[config.mk]
export PLATFORM = sky130hd
export DESIGN_NAME = cam_init_seq
export DESIGN_NICKNAME = d
export VERILOG_FILES = /design/src/rtl/cam_init_seq.sv
export SDC_FILE = /design/constraint.sdc
export NUM_CORES = 1
export LEC_CHECK = 0
export CORE_MARGIN = 2
export CORE_UTILIZATION = 45
export DETAILED_ROUTE_END_ITERATION = 6
export GPL_TIMING_DRIVEN = 0
export PLACE_DENSITY = 0.7
export SLEW_MARGIN = 20
export SYNTH_ARGS = -nofsm -noshare
export SYNTH_HDL_FRONTEND = slang
export SYNTH_SLANG_ARGS = --single-unit
[constraint.sdc]
create_clock -name clk -period 2.64 [get_ports clk]
set_input_delay 0.264 -clock clk [delete_from_list [all_inputs] [get_ports clk]]
set_output_delay 0.264 -clock clk [all_outputs]
set_load 0.1 [all_outputs]
[src/rtl/cam_init_seq.sv]
// Camera register-init sequencer: walks a config ROM and issues SCCB writes, ms delays, retries on NACK.
// Define CAM_INIT_VERIFY_EN to add read-back verification after each ACKed write.
`timescale 1ns/1ps
module cam_init_seq #(
    parameter int CLK_FREQ  = 27000000,
    parameter int ROM_AW    = 8,
    parameter int REG_AW    = 8,
    parameter int DW        = 8,
    parameter int ROM_LAT   = 1,
    parameter int MAX_RETRY = 3
) (
    input  logic                 clk,
    input  logic                 rst_n,
    input  logic                 start,
    output logic [ROM_AW-1:0]    rom_addr,
    input  logic [REG_AW+DW-1:0] rom_data,
    input  logic                 sccb_ready,
    output logic                 sccb_start,
    output logic                 sccb_rw,
    output logic [REG_AW-1:0]    sccb_addr,
    output logic [DW-1:0]        sccb_wdata,
    input  logic                 sccb_done,
    input  logic                 sccb_ack,
    input  logic [DW-1:0]        sccb_rdata,
    output logic                 busy,
    output logic                 done,
    output logic                 error,
    output logic [ROM_AW-1:0]    err_addr,
    output logic [1:0]           err_code
);

    localparam int PRESCALE = (CLK_FREQ / 1000 < 1) ? 1 : CLK_FREQ / 1000;
    localparam int PW       = $clog2(PRESCALE + 1);
    localparam logic [1:0] FETCH_LAST = 2'(ROM_LAT - 1);
    localparam logic [3:0] RETRY_LIM  = 4'(MAX_RETRY);

    typedef enum logic [3:0] {
        S_IDLE,
        S_FETCH,
        S_DECODE,
        S_WR_REQ,
        S_WR_WAIT,
        S_DELAY,
        S_ADVANCE,
        S_DONE,
        S_ERROR
`ifdef CAM_INIT_VERIFY_EN
        ,
        S_VF_REQ,
        S_VF_WAIT
`endif
    } state_t;

    state_t            state, state_d, wr_ok_next;
    logic [1:0]        fetch_cnt;
    logic [REG_AW-1:0] ent_a;
    logic [DW-1:0]     ent_d;
    logic [3:0]        retry_cnt;
    logic [DW-1:0]     ms_cnt;
    logic [PW-1:0]     pre_cnt;

    logic [REG_AW-1:0] rom_a;
    logic [DW-1:0]     rom_d;
    logic              a_ones, d_ones, retry_ok, pre_last;

    assign rom_a    = rom_data[REG_AW+DW-1:DW];
    assign rom_d    = rom_data[DW-1:0];
    assign a_ones   = &rom_a;
    assign d_ones   = &rom_d;
    assign retry_ok = retry_cnt < RETRY_LIM;
    assign pre_last = pre_cnt == PW'(PRESCALE - 1);

    assign sccb_addr  = ent_a;
    assign sccb_wdata = ent_d;

`ifdef CAM_INIT_VERIFY_EN
    // Data with the top bit set marks volatile registers that cannot be read back.
    assign wr_ok_next = ent_d[DW-1] ? S_ADVANCE : S_VF_REQ;
    assign sccb_rw    = (state == S_VF_REQ) || (state == S_VF_WAIT);
`else
    logic unused_rdata;
    assign wr_ok_next   = S_ADVANCE;
    assign sccb_rw      = 1'b0;
    assign unused_rdata = ^sccb_rdata;
`endif

    always_comb begin
        state_d    = state;
        sccb_start = 1'b0;
        case (state)
            S_IDLE:   if (start) state_d = S_FETCH;
            S_FETCH:  if (fetch_cnt == FETCH_LAST) state_d = S_DECODE;
            S_DECODE: begin
                if (a_ones && d_ones)
                    state_d = S_DONE;
                else if (a_ones)
                    state_d = (rom_d == '0) ? S_ADVANCE : S_DELAY;
                else
                    state_d = S_WR_REQ;
            end
            S_WR_REQ: begin
                if (sccb_ready) begin
                    sccb_start = 1'b1;
                    state_d    = S_WR_WAIT;
                end
            end
            S_WR_WAIT: begin
                if (sccb_done) begin
                    if (sccb_ack)      state_d = wr_ok_next;
                    else if (retry_ok) state_d = S_WR_REQ;
                    else               state_d = S_ERROR;
                end
            end
`ifdef CAM_INIT_VERIFY_EN
            S_VF_REQ: begin
                if (sccb_ready) begin
                    sccb_start = 1'b1;
                    state_d    = S_VF_WAIT;
                end
            end
            S_VF_WAIT: begin
                if (sccb_done) begin
                    if (!sccb_ack)                state_d = retry_ok ? S_VF_REQ : S_ERROR;
                    else if (sccb_rdata == ent_d) state_d = S_ADVANCE;
                    else                          state_d = S_ERROR;
                end
            end
`endif
            S_DELAY:   if (pre_last && ms_cnt == DW'(1)) state_d = S_ADVANCE;
            S_ADVANCE: state_d = (&rom_addr) ? S_DONE : S_FETCH;
            S_DONE:    state_d = S_IDLE;
            S_ERROR:   state_d = S_IDLE;
            default:   state_d = S_IDLE;
        endcase
    end

    always_ff @(posedge clk or negedge rst_n) begin
        if (!rst_n) begin
            state     <= S_IDLE;
            rom_addr  <= '0;
            fetch_cnt <= '0;
            ent_a     <= '0;
            ent_d     <= '0;
            retry_cnt <= '0;
            ms_cnt    <= '0;
            pre_cnt   <= '0;
            busy      <= 1'b0;
            done      <= 1'b0;
            error     <= 1'b0;
            err_addr  <= '0;
            err_code  <= '0;
        end else begin
            state <= state_d;
            case (state)
                S_IDLE: begin
                    if (start) begin
                        done      <= 1'b0;
                        error     <= 1'b0;
                        err_addr  <= '0;
                        err_code  <= '0;
                        rom_addr  <= '0;
                        retry_cnt <= '0;
                        busy      <= 1'b1;
                    end
                end
                S_FETCH: fetch_cnt <= (state_d == S_DECODE) ? '0 : fetch_cnt + 2'd1;
                S_DECODE: begin
                    ent_a   <= rom_a;
                    ent_d   <= rom_d;
                    ms_cnt  <= rom_d;
                    pre_cnt <= '0;
                end
                S_WR_WAIT: begin
                    if (sccb_done && !sccb_ack) begin
                        if (retry_ok) retry_cnt <= retry_cnt + 4'd1;
                        else          err_code  <= 2'b01;
                    end
                end
`ifdef CAM_INIT_VERIFY_EN
                S_VF_WAIT: begin
                    if (sccb_done) begin
                        if (!sccb_ack) begin
                            if (retry_ok) retry_cnt <= retry_cnt + 4'd1;
                            else          err_code  <= 2'b01;
                        end else if (sccb_rdata != ent_d) begin
                            err_code <= 2'b10;
                        end
                    end
                end
`endif
                S_DELAY: begin
                    if (pre_last) begin
                        pre_cnt <= '0;
                        ms_cnt  <= ms_cnt - DW'(1);
                    end else begin
                        pre_cnt <= pre_cnt + PW'(1);
                    end
                end
                S_ADVANCE: begin
                    retry_cnt <= '0;
                    if (!(&rom_addr)) rom_addr <= rom_addr + ROM_AW'(1);
                end
                S_DONE: begin
                    done <= 1'b1;
                    busy <= 1'b0;
                end
                S_ERROR: begin
                    error    <= 1'b1;
                    busy     <= 1'b0;
                    err_addr <= rom_addr;
                end
                default: ;
            endcase
        end
    end

endmodule

==> results of run 1 <==
-- state kept, by name, indices dropped and copies added (netlist names), 2 cells and up --
register    cells
err_addr        8
fetch_cnt       2
ms_cnt          8
pre_cnt        15
retry_cnt       4
rom_addr        8
sccb_addr       8
sccb_wdata      8
state           4
-- path summary, 6_finish.rpt --
kind                                endpoint  cells past startpoint  slack, ns    startpoint
worst max-delay path              sccb_start                      5       0.21      state[2]
worst min-delay path              pre_cnt[7]                      2       0.35         rst_n
worst max register to register     ms_cnt[1]                      4       0.33   pre_cnt[12]
worst min register to register  sccb_addr[1]                      2       0.47  sccb_addr[1]
max in group asynchronous       sccb_addr[2]                      3       1.76         rst_n
min in group clk                sccb_addr[1]                      2       0.47  sccb_addr[1]
-- logic make-up after synthesis --
kind of cell,share of synthesized area
and+or+nand+nor,0.299
AOI/OAI and AO/OA,0.144
DFF,0.468
buffers and inverters,0.0420
muxes,0.0258
adders and majority gates,0.0203
other,0.00102
-- layer usage --
layer	share of wire	track usage
met5	0	0
met4	0.0087	0.0652
met3	0.050	0.0623
met2	0.48	0.350
met1	0.46	0.283
-- what timing repair did --
action	4_1_cts	5_1_grt
hold buffers	1	0
setup endpoints to repair	1	0
gates resized for setup	3	0
endpoints found under the hold margin	19	0
-- stage by stage --
step / worst slack, ns / hold slack [ns] / utilization
after floorplan: 0.158 / -0.0316 / -
after global placement: -1.09 / 0.461 / 0.544
after detailed placement: 0.00332 / 0.174 / 0.547
after CTS: 0.189 / 0.337 / 0.577
after global routing: 0.0600 / 0.370 / 0.577
final: 0.211 / 0.346 / 0.577
-- power groups by stage --
stage / sequential (W) / clock (W) / combinational, W
3_3_place_gp: 0.00152 / 0 / 0.00269
6_report: 0.00151 / 0.000981 / 0.00273
2_1_floorplan: 0.00255 / 0 / 0.00103
3_5_place_dp: 0.00153 / 0 / 0.00273
5_1_grt: 0.00154 / 0.00105 / 0.00293
4_1_cts: 0.00151 / 0.00101 / 0.00274
-- layout by cell type, fill, tap and decap left out, drive strengths merged, types with 3 or more instances in the layout --
| cell type | n |
|---|---|
| or3 | 4 |
| clkbuf | 27 |
| buf | 10 |
| inv | 11 |
| mux2i | 5 |
| nor2b | 6 |
| ha | 6 |
| o221ai | 5 |
| a21oi | 18 |
| nand2b | 4 |
| nor4b | 3 |
| mux2 | 4 |
| nor2 | 13 |
| or4 | 7 |
| and4 | 3 |
| dfrtp | 69 |
| and2 | 3 |
| and3 | 3 |
| clkdlybuf4s50 | 56 |
| nand3b | 5 |
| o211ai | 3 |
| nor4 | 7 |
| a31oi | 10 |
| nand3 | 22 |
| o21ai | 18 |
| a21boi | 3 |
| nand4 | 11 |
| nor3 | 12 |
| nand2 | 100 |
| o31ai | 8 |
-- layout make-up --
type                       count  area (µm²)
fill                         739        3430
multi-input combinational    313        1810
sequential                    69        1730
timing repair buffer          60         617
clock buffer                  12         155
tap                          105         131
buffer                        23         114
clock inverter                 4        70.1
inverter                      11        41.3
==> summary.txt, run 1 <==
status: finished, final reports clean
Gate power share: 0.523
Max Slew Vio Count: 0
Worst EP arrival: 2.17 ns
worst-path cell chain: buf_2 -> clkbuf_1 -> nor2_1 -> and4_1 -> clkdlybuf4s15_2
Leak Pwr: 1.99 nW
Syn Area/Cell: 8.89 µm²
post-synth top area share: 0.468
share of power burned in registers: 0.289
Period minus WS final: 2.43 ns
vias: 3357
Power Density: 1120 nW/µm²
clk buf depth: 2
Yosys reg bits: 69
Fin. Hold Viols: 0
clock latency on the worst-skew pair: 0.34 ns
pin count of the biggest net entering global routing: 51
Crit Path Max Fanout: 10
Area after DPL: 4430 µm²
Post-synth top cells: 100 x nand2_1, 69 x dfrtp_1, 22 x nand3_1
clock sinks: 69
Final Setup Violations: 0
Req. time, crit path: 2.38 ns
Post-synth ARST share: 1.00
Post-Syn Instances: 415
Finished Cell Area: 4670 µm²
via-per-instance ratio: 5.62
Switching Share: 0.491
Initial Util: 0.456
EDFF count, synth: 0
total power draw: 0.00522 W
worst vdd ir: 0.706 mV
largest cells by area after synthesis: dfrtp_1 47%, nand2_1 10%, nand3_1 3.0%
DP Cell Count: 580
Core ar.: 8090 µm²
remaining antenna violation count: 0
Die ar.: 8940 µm²
htree depth: 3
switching power total: 0.00256 W
fin nets: 523
CTS tree: done
HPWL after DPL: 6400 µm
antenna fix cells: 0
Area Overhead vs Synth: 26.5%
initial antenna violation count: 0
I/O pin count: 69
clk root buf: clkbuf_8
Least-Margin Pin Slew: 0.997 ns
CP max stage delay: 0.58 ns
cts bufs inserted: 9
count of cell types in the netlist: 56
remaining routing DRC violations: 0
# port buffers: 58
CP endpoint kind: output port
Final Wtd Congestion: 0.907
All-Layer GR Usage: 0.216
first-pass GRT wire length: 15200 µm
Cell Rows: 33
fmax: 0.412 GHz
final WL: 9000 µm
share of layout cells above drive strength 1: 0.0793
Post-CTS Setup Bufs: 0
Setup crit start kind: register
Die Y-Extent: 94.6 µm
global route total overflow: 0
Buf/Inv on CP: 3
Die W: 94.6 µm
fin crit share: 0.920
CP max-delay cell: clkdlybuf4s15_2
Warnings, synthesis: 0
setup_tns: 0 ns
unrepaired setup endpoints after global routing: no
Worst Path Class, Setup: reg -> out
drt wl/cell: 15.1 µm
Clock transition at path regs: 0.07 ns
Clk pwr share: 0.188
Layout Cells excl Fill: 597
drt initial violations: 110
worst hold path class: in -> async
Power Internal: 0.00266 W
largest area contributor in the netlist: dfrtp_1
post-synthesis cell area: 3690 µm²
CP top delay family: buffers and inverters
Main synth FF type: dfrtp_1
worst rel slew slack: 0.333
sequential cell area fraction in the yosys report: 0.468
Max Cap Viol: 0
skew final: 0.00773 ns
DRT Pass-1 Iters: 4
vias in the first global route: 3203
count leader, synth: nand2_1
No activity file was read; power rests on OpenSTA's default activity.
==> run 2: changes to the inputs <==
- clock period: 2.64 -> 2.4 ns (I/O delays scaled with it)
==> summary.txt, run 2 (synthesis results as in run 1) <==
status: finished, final reports clean (unchanged)
share of layout cells above drive strength 1: 0.0874 (was 0.0793)
# port buffers: 58 (unchanged)
unrepaired setup endpoints after global routing: yes (was no)
pin count of the biggest net entering global routing: 38 (was 51)
Layout Cells excl Fill: 597 (unchanged)
clock latency on the worst-skew pair: 0.35 ns (was 0.34 ns)
antenna fix cells: 0 (unchanged)
drt wl/cell: 15.1 µm (about the same)
Core ar.: 8090 µm² (unchanged)
Setup crit start kind: register (unchanged)
via-per-instance ratio: 5.54 (was 5.62)
Crit Path Max Fanout: 8 (was 10)
vias: 3307 (was 3357)
Power Density: 1230 nW/µm² (was 1120 nW/µm²)
Fin. Hold Viols: 0 (unchanged)
final WL: 8990 µm (was 9000 µm)
highest-count cells in the layout ignoring fill and taps: 100 x nand2_1, 67 x dfrtp_1, 56 x clkdlybuf4s50_1 (was 100 x nand2_1, 69 x dfrtp_1, 56 x clkdlybuf4s50_1)
Period minus WS final: 2.25 ns
remaining routing DRC violations: 0 (unchanged)
# fillers: 726 (was 739)
fin nets: 523 (unchanged)
Initial Util: 0.456 (unchanged)
worst rel slew slack: 0.333 (about the same)
htree depth: 3 (unchanged)
All-Layer GR Usage: 0.219 (was 0.216)
Finished Cell Area: 4660 µm² (was 4670 µm²)
largest register by flop count: pre_cnt (unchanged)
setup_tns: 0 ns (unchanged)
Die W: 94.6 µm (unchanged)
CTS tree: done (unchanged)
fmax: 0.444 GHz
CP max stage delay: 1.19 ns (was 0.58 ns)
Leak Pwr: 1.98 nW (was 1.99 nW)
drt initial violations: 125 (was 110)
Max Cap Viol: 0 (unchanged)
cts bufs inserted: 9 (unchanged)
Area after DPL: 4430 µm² (about the same)
Area Overhead vs Synth: 26.4% (was 26.5%)
Worst Path Class, Setup: reg -> out (unchanged)
reg-to-reg critical path startpoint: pre_cnt[10] (was pre_cnt[12])
Final Wtd Congestion: 0.903 (was 0.907)
commonest non-fill, non-tap cell in the layout: nand2_1 (unchanged)
worst-path cell chain: clkdlybuf4s50_1 (was buf_2 -> clkbuf_1 -> nor2_1 -> and4_1 -> clkdlybuf4s15_2)
Cell Rows: 33 (unchanged)
skew final: 0.0122 ns (was 0.00773 ns)
I/O pin count: 69 (unchanged)
FF-to-FF setup slack: 0.23 ns (was 0.33 ns)
HPWL after DPL: 6460 µm (was 6400 µm)
clk root buf: clkbuf_8 (unchanged)
Worst R2R Path Depth: 4 (unchanged)
post-layout util: 0.576 (was 0.577)
Least-Margin Pin Slew: 0.998 ns (was 0.997 ns)
CP top delay family: buffers and inverters (unchanged)
Die Y-Extent: 94.6 µm (unchanged)
clock sinks: 69 (unchanged)
worst hold path class: in -> async (unchanged)
Req. time, crit path: 2.16 ns (was 2.38 ns)
DP Cell Count: 580 (unchanged)
max reg flops: 15 (unchanged)
Final Setup Violations: 0 (unchanged)
clk buf depth: 2 (unchanged)
CP endpoint kind: output port (unchanged)
initial antenna violation count: 0 (unchanged)
first-pass GRT wire length: 15400 µm (was 15200 µm)
Die ar.: 8940 µm² (unchanged)
global route total overflow: 0 (unchanged)
worst vdd ir: 0.661 mV (was 0.706 mV)
Clock transition at path regs: 0.08 ns (was 0.07 ns)
remaining antenna violation count: 0 (unchanged)
fin crit share: 0.938
Worst R2R End: ms_cnt[1] (unchanged)
DRT Pass-1 Iters: 4 (unchanged)
CP max-delay cell: clkdlybuf4s50_1 (was clkdlybuf4s15_2)
Worst EP arrival: 2.01 ns (was 2.17 ns)
Max Slew Vio Count: 0 (unchanged)
vias in the first global route: 3238 (was 3203)
Buf/Inv on CP: 1 (was 3)
run 2: final cells by class:
cell class                 instances  area [µm²]  area share
buffer                            23         114      0.0244
clock buffer                      10         138      0.0295
clock inverter                     6        86.3      0.0185
inverter                          11        41.3     0.00885
multi-input combinational        313        1820       0.390
sequential                        69        1730       0.371
tap                              105         131      0.0282
timing repair buffer              60         606       0.130
run 2: worst max path at each step:
stage                      from     endpoint  slack, ns  depth (start not counted)
floorplan           rom_addr[3]  rom_addr[3]       0.08                          5
global placement          rst_n  rom_addr[1]      -1.61                          1
global route        pre_cnt[12]    ms_cnt[1]      -0.01                          4
finish              rom_addr[3]  rom_addr[3]       0.15                          1
CTS                 pre_cnt[12]    ms_cnt[1]        0.1                          4
detailed placement     state[1]   sccb_start      -0.24                          4
run 2: per-stage QoR:
step	setup WS [ns]	total power [W]	hold slack, ns
after floorplan	0.0790	0.00395	-0.0556
after global placement	-1.61	0.00463	0.460
after detailed placement	-0.241	0.00468	0.219
after CTS	0.0975	0.00577	0.386
after global routing	-0.0128	0.00609	0.402
final	0.148	0.00573	0.374
run 2: repair_timing:
item | 4_1_cts | 5_1_grt
endpoints found under the hold margin | 32 | 0
setup endpoints to repair | 1 | 9
cloned | 0 | 0
resized for setup | 5 | 3
hold buffers | 1 | 0
setup buffers | 0 | 0
run 2: layer usage:
layer / wire length, µm / GRT usage
met1: 4220 / 0.294
met2: 4260 / 0.344
met3: 407 / 0.0678
met4: 106 / 0.0616
met5: 0 / 0
run 2: power breakdown:
part | internal [W] | total [W] | switching, W
Clock | 0.000611 | 0.00106 | 0.000453
Combinational | 0.000842 | 0.00300 | 0.00216
Sequential | 0.00145 | 0.00167 | 0.000221
==> run 3: changes to the inputs <==
- CORE_MARGIN: 2 -> default
- REMOVE_ABC_BUFFERS: default -> 1
- SLEW_MARGIN: 20 -> default
==> summary.txt, run 3 (synthesis results as in run 1) <==
status: complete, but fails checks (was finished, final reports clean)
failing checks: hold timing
drt initial violations: 180 (was 125)
global route total overflow: 0 (unchanged)
remaining antenna violation count: 0 (unchanged)
setup_tns: 0 ns (unchanged)
Power Internal: 0.00323 W (was 0.00290 W)
worst vdd ir: 0.715 mV (was 0.661 mV)
via-per-instance ratio: 5.82 (was 5.54)
Power Density: 1280 nW/µm² (was 1230 nW/µm²)
Worst Path Class, Setup: reg -> reg (was reg -> out)
Least-Margin Pin Slew: 1.02 ns (was 0.998 ns)
Req. time, crit path: 2.64 ns (was 2.16 ns)
pre-CTS setup slack: -1.03 ns (was -0.241 ns)
Worst R2R Path Depth: 5 (was 4)
share of power burned in registers: 0.296 (was 0.291)
first-pass GRT wire length: 14900 µm (was 15400 µm)
Final Wtd Congestion: 0.822 (was 0.903)
clk buf depth: 2 (unchanged)
clk root buf: clkbuf_8 (unchanged)
Switching Share: 0.470 (was 0.494)
Area Overhead vs Synth: 28.9% (was 26.4%)
DRT Pass-1 Iters: 4 (unchanged)
unrepaired setup endpoints after global routing: no (was yes)
Die W: 92.6 µm (was 94.6 µm)
Max Cap Viol: 0 (unchanged)
vias in the first global route: 3141 (was 3238)
fmax: 0.439 GHz (was 0.444 GHz)
clock latency on the worst-skew pair: 0.35 ns (about the same)
Finished Cell Area: 4750 µm² (was 4660 µm²)
share of layout cells above drive strength 1: 0.111 (was 0.0874)
Final Setup Violations: 0 (unchanged)
Max Slew Vio Count: 0 (unchanged)
CTS tree: done (unchanged)
largest register by flop count: pre_cnt (unchanged)
vias: 3384 (was 3307)
Core ar.: 7850 µm² (was 8090 µm²)
worst hold-check slack: -0.00595 ns (was 0.374 ns)
antenna fix cells: 0 (unchanged)
Layout Cells excl Fill: 581 (was 597)
worst rel slew slack: 0.320 (was 0.333)
initial antenna violation count: 0 (unchanged)
cts bufs inserted: 9 (unchanged)
HPWL after DPL: 5660 µm (was 6460 µm)
I/O pin count: 69 (unchanged)
Clk pwr share: 0.227 (was 0.186)
Leak Pwr: 2.00 nW (was 1.98 nW)
DP Cell Count: 556 (was 580)
skew final: 0.00821 ns (was 0.0122 ns)
fin nets: 510 (was 523)
CTS Hold Bufs: 0 (was 1)
fin crit share: 0.949 (was 0.938)
Die Y-Extent: 92.6 µm (was 94.6 µm)
All-Layer GR Usage: 0.219 (about the same)
Clock transition at path regs: 0.08 ns (about the same)
switching power total: 0.00287 W (was 0.00284 W)
setup slack after layout: 0.123 ns (was 0.148 ns)
Die ar.: 8570 µm² (was 8940 µm²)
Cell Rows: 32 (was 33)
max reg flops: 15 (unchanged)
# port buffers: 58 (unchanged)
Worst EP arrival: 2.51 ns (was 2.01 ns)
Period minus WS final: 2.28 ns (was 2.25 ns)
Area after DPL: 4320 µm² (was 4430 µm²)
final WL: 9050 µm (was 8990 µm)
Crit Path Max Fanout: 6 (was 8)
CP endpoint kind: register (was output port)
pin count of the biggest net entering global routing: 70 (was 38)
worst hold path class: in -> async (unchanged)
Fin. Hold Viols: 1 (was 0)
remaining routing DRC violations: 0 (unchanged)
Setup crit start kind: register (unchanged)
drt wl/cell: 15.6 µm (was 15.1 µm)
highest-count cells in the layout ignoring fill and taps: 100 x nand2_1, 66 x dfrtp_1, 56 x clkdlybuf4s50_1 (was 100 x nand2_1, 67 x dfrtp_1, 56 x clkdlybuf4s50_1)
clock sinks: 69 (unchanged)
Initial Util: 0.470 (was 0.456)
htree depth: 3 (unchanged)
Gate power share: 0.476 (was 0.524)
commonest non-fill, non-tap cell in the layout: nand2_1 (unchanged)
==> run 3: power by group through the flow <==
stage | logic [W] | registers (W) | clock network (W)
detailed placement | 0.00281 | 0.00178 | 0
floorplan | 0.000959 | 0.00288 | 0
finish | 0.00291 | 0.00181 | 0.00139
global route | 0.00310 | 0.00186 | 0.00145
global placement | 0.00274 | 0.00176 | 0
CTS | 0.00286 | 0.00180 | 0.00141
==> run 3: what timing repair did <==
item | 4_1_cts | 5_1_grt
endpoints found under the setup margin | 20 | 26
cloned | 2 | 0
pin swaps | 0 | 2
gates resized for setup | 12 | 6
setup buffers | 0 | 7
==> run 3: worst paths after layout <==
check,start,slack [ns],to
worst max-delay path,pre_cnt[12],0.12,ms_cnt[1]
worst min-delay path,rst_n,-0.006,sccb_addr[4]
worst max register to register,pre_cnt[12],0.12,ms_cnt[1]
worst min register to register,sccb_addr[5],0.47,sccb_addr[5]
max in group asynchronous,rst_n,1.79,state[1]
min in group clk,rom_data[13],0.44,sccb_addr[5]
==> run 3: final cells by class <==
| class | instances | area [µm²] |
|---|---|---|
| clock buffers | 10 | 138 |
| clock inverters | 6 | 158 |
| fillers | 687 | 3090 |
| inverters | 11 | 41.3 |
| multi-input cells | 315 | 1910 |
| flip-flops and latches | 69 | 1730 |
| well taps | 102 | 128 |
| repair buffers | 68 | 648 |
==> run 3: stage by stage <==
stage	total power, W	utilization	hold slack, ns
after floorplan	0.00384	-	-0.0556
after CTS	0.00607	0.599	0.0378
after global routing	0.00641	0.606	0.0935
after global placement	0.00451	0.546	0.457
final	0.00610	0.606	-0.00595
after detailed placement	0.00459	0.551	0.421
==> run 3: worst max-delay path, stage by stage (launching register included) <==
cell and delay, ns:
dfrtp_1 0.45, nor4bb_2 0.62, nand4_1 0.21, buf_4 0.22, o21ai_1 0.28, mux2_2 0.38
==> run 3: per-layer routing <==
metal	GRT usage	routed length, µm	vias to the layer above
met4	0.0938	147	0
li1	-	-	1623
met3	0.0361	410	16
met1	0.291	4200	1649
met2	0.355	4300	96
met5	0	0	-
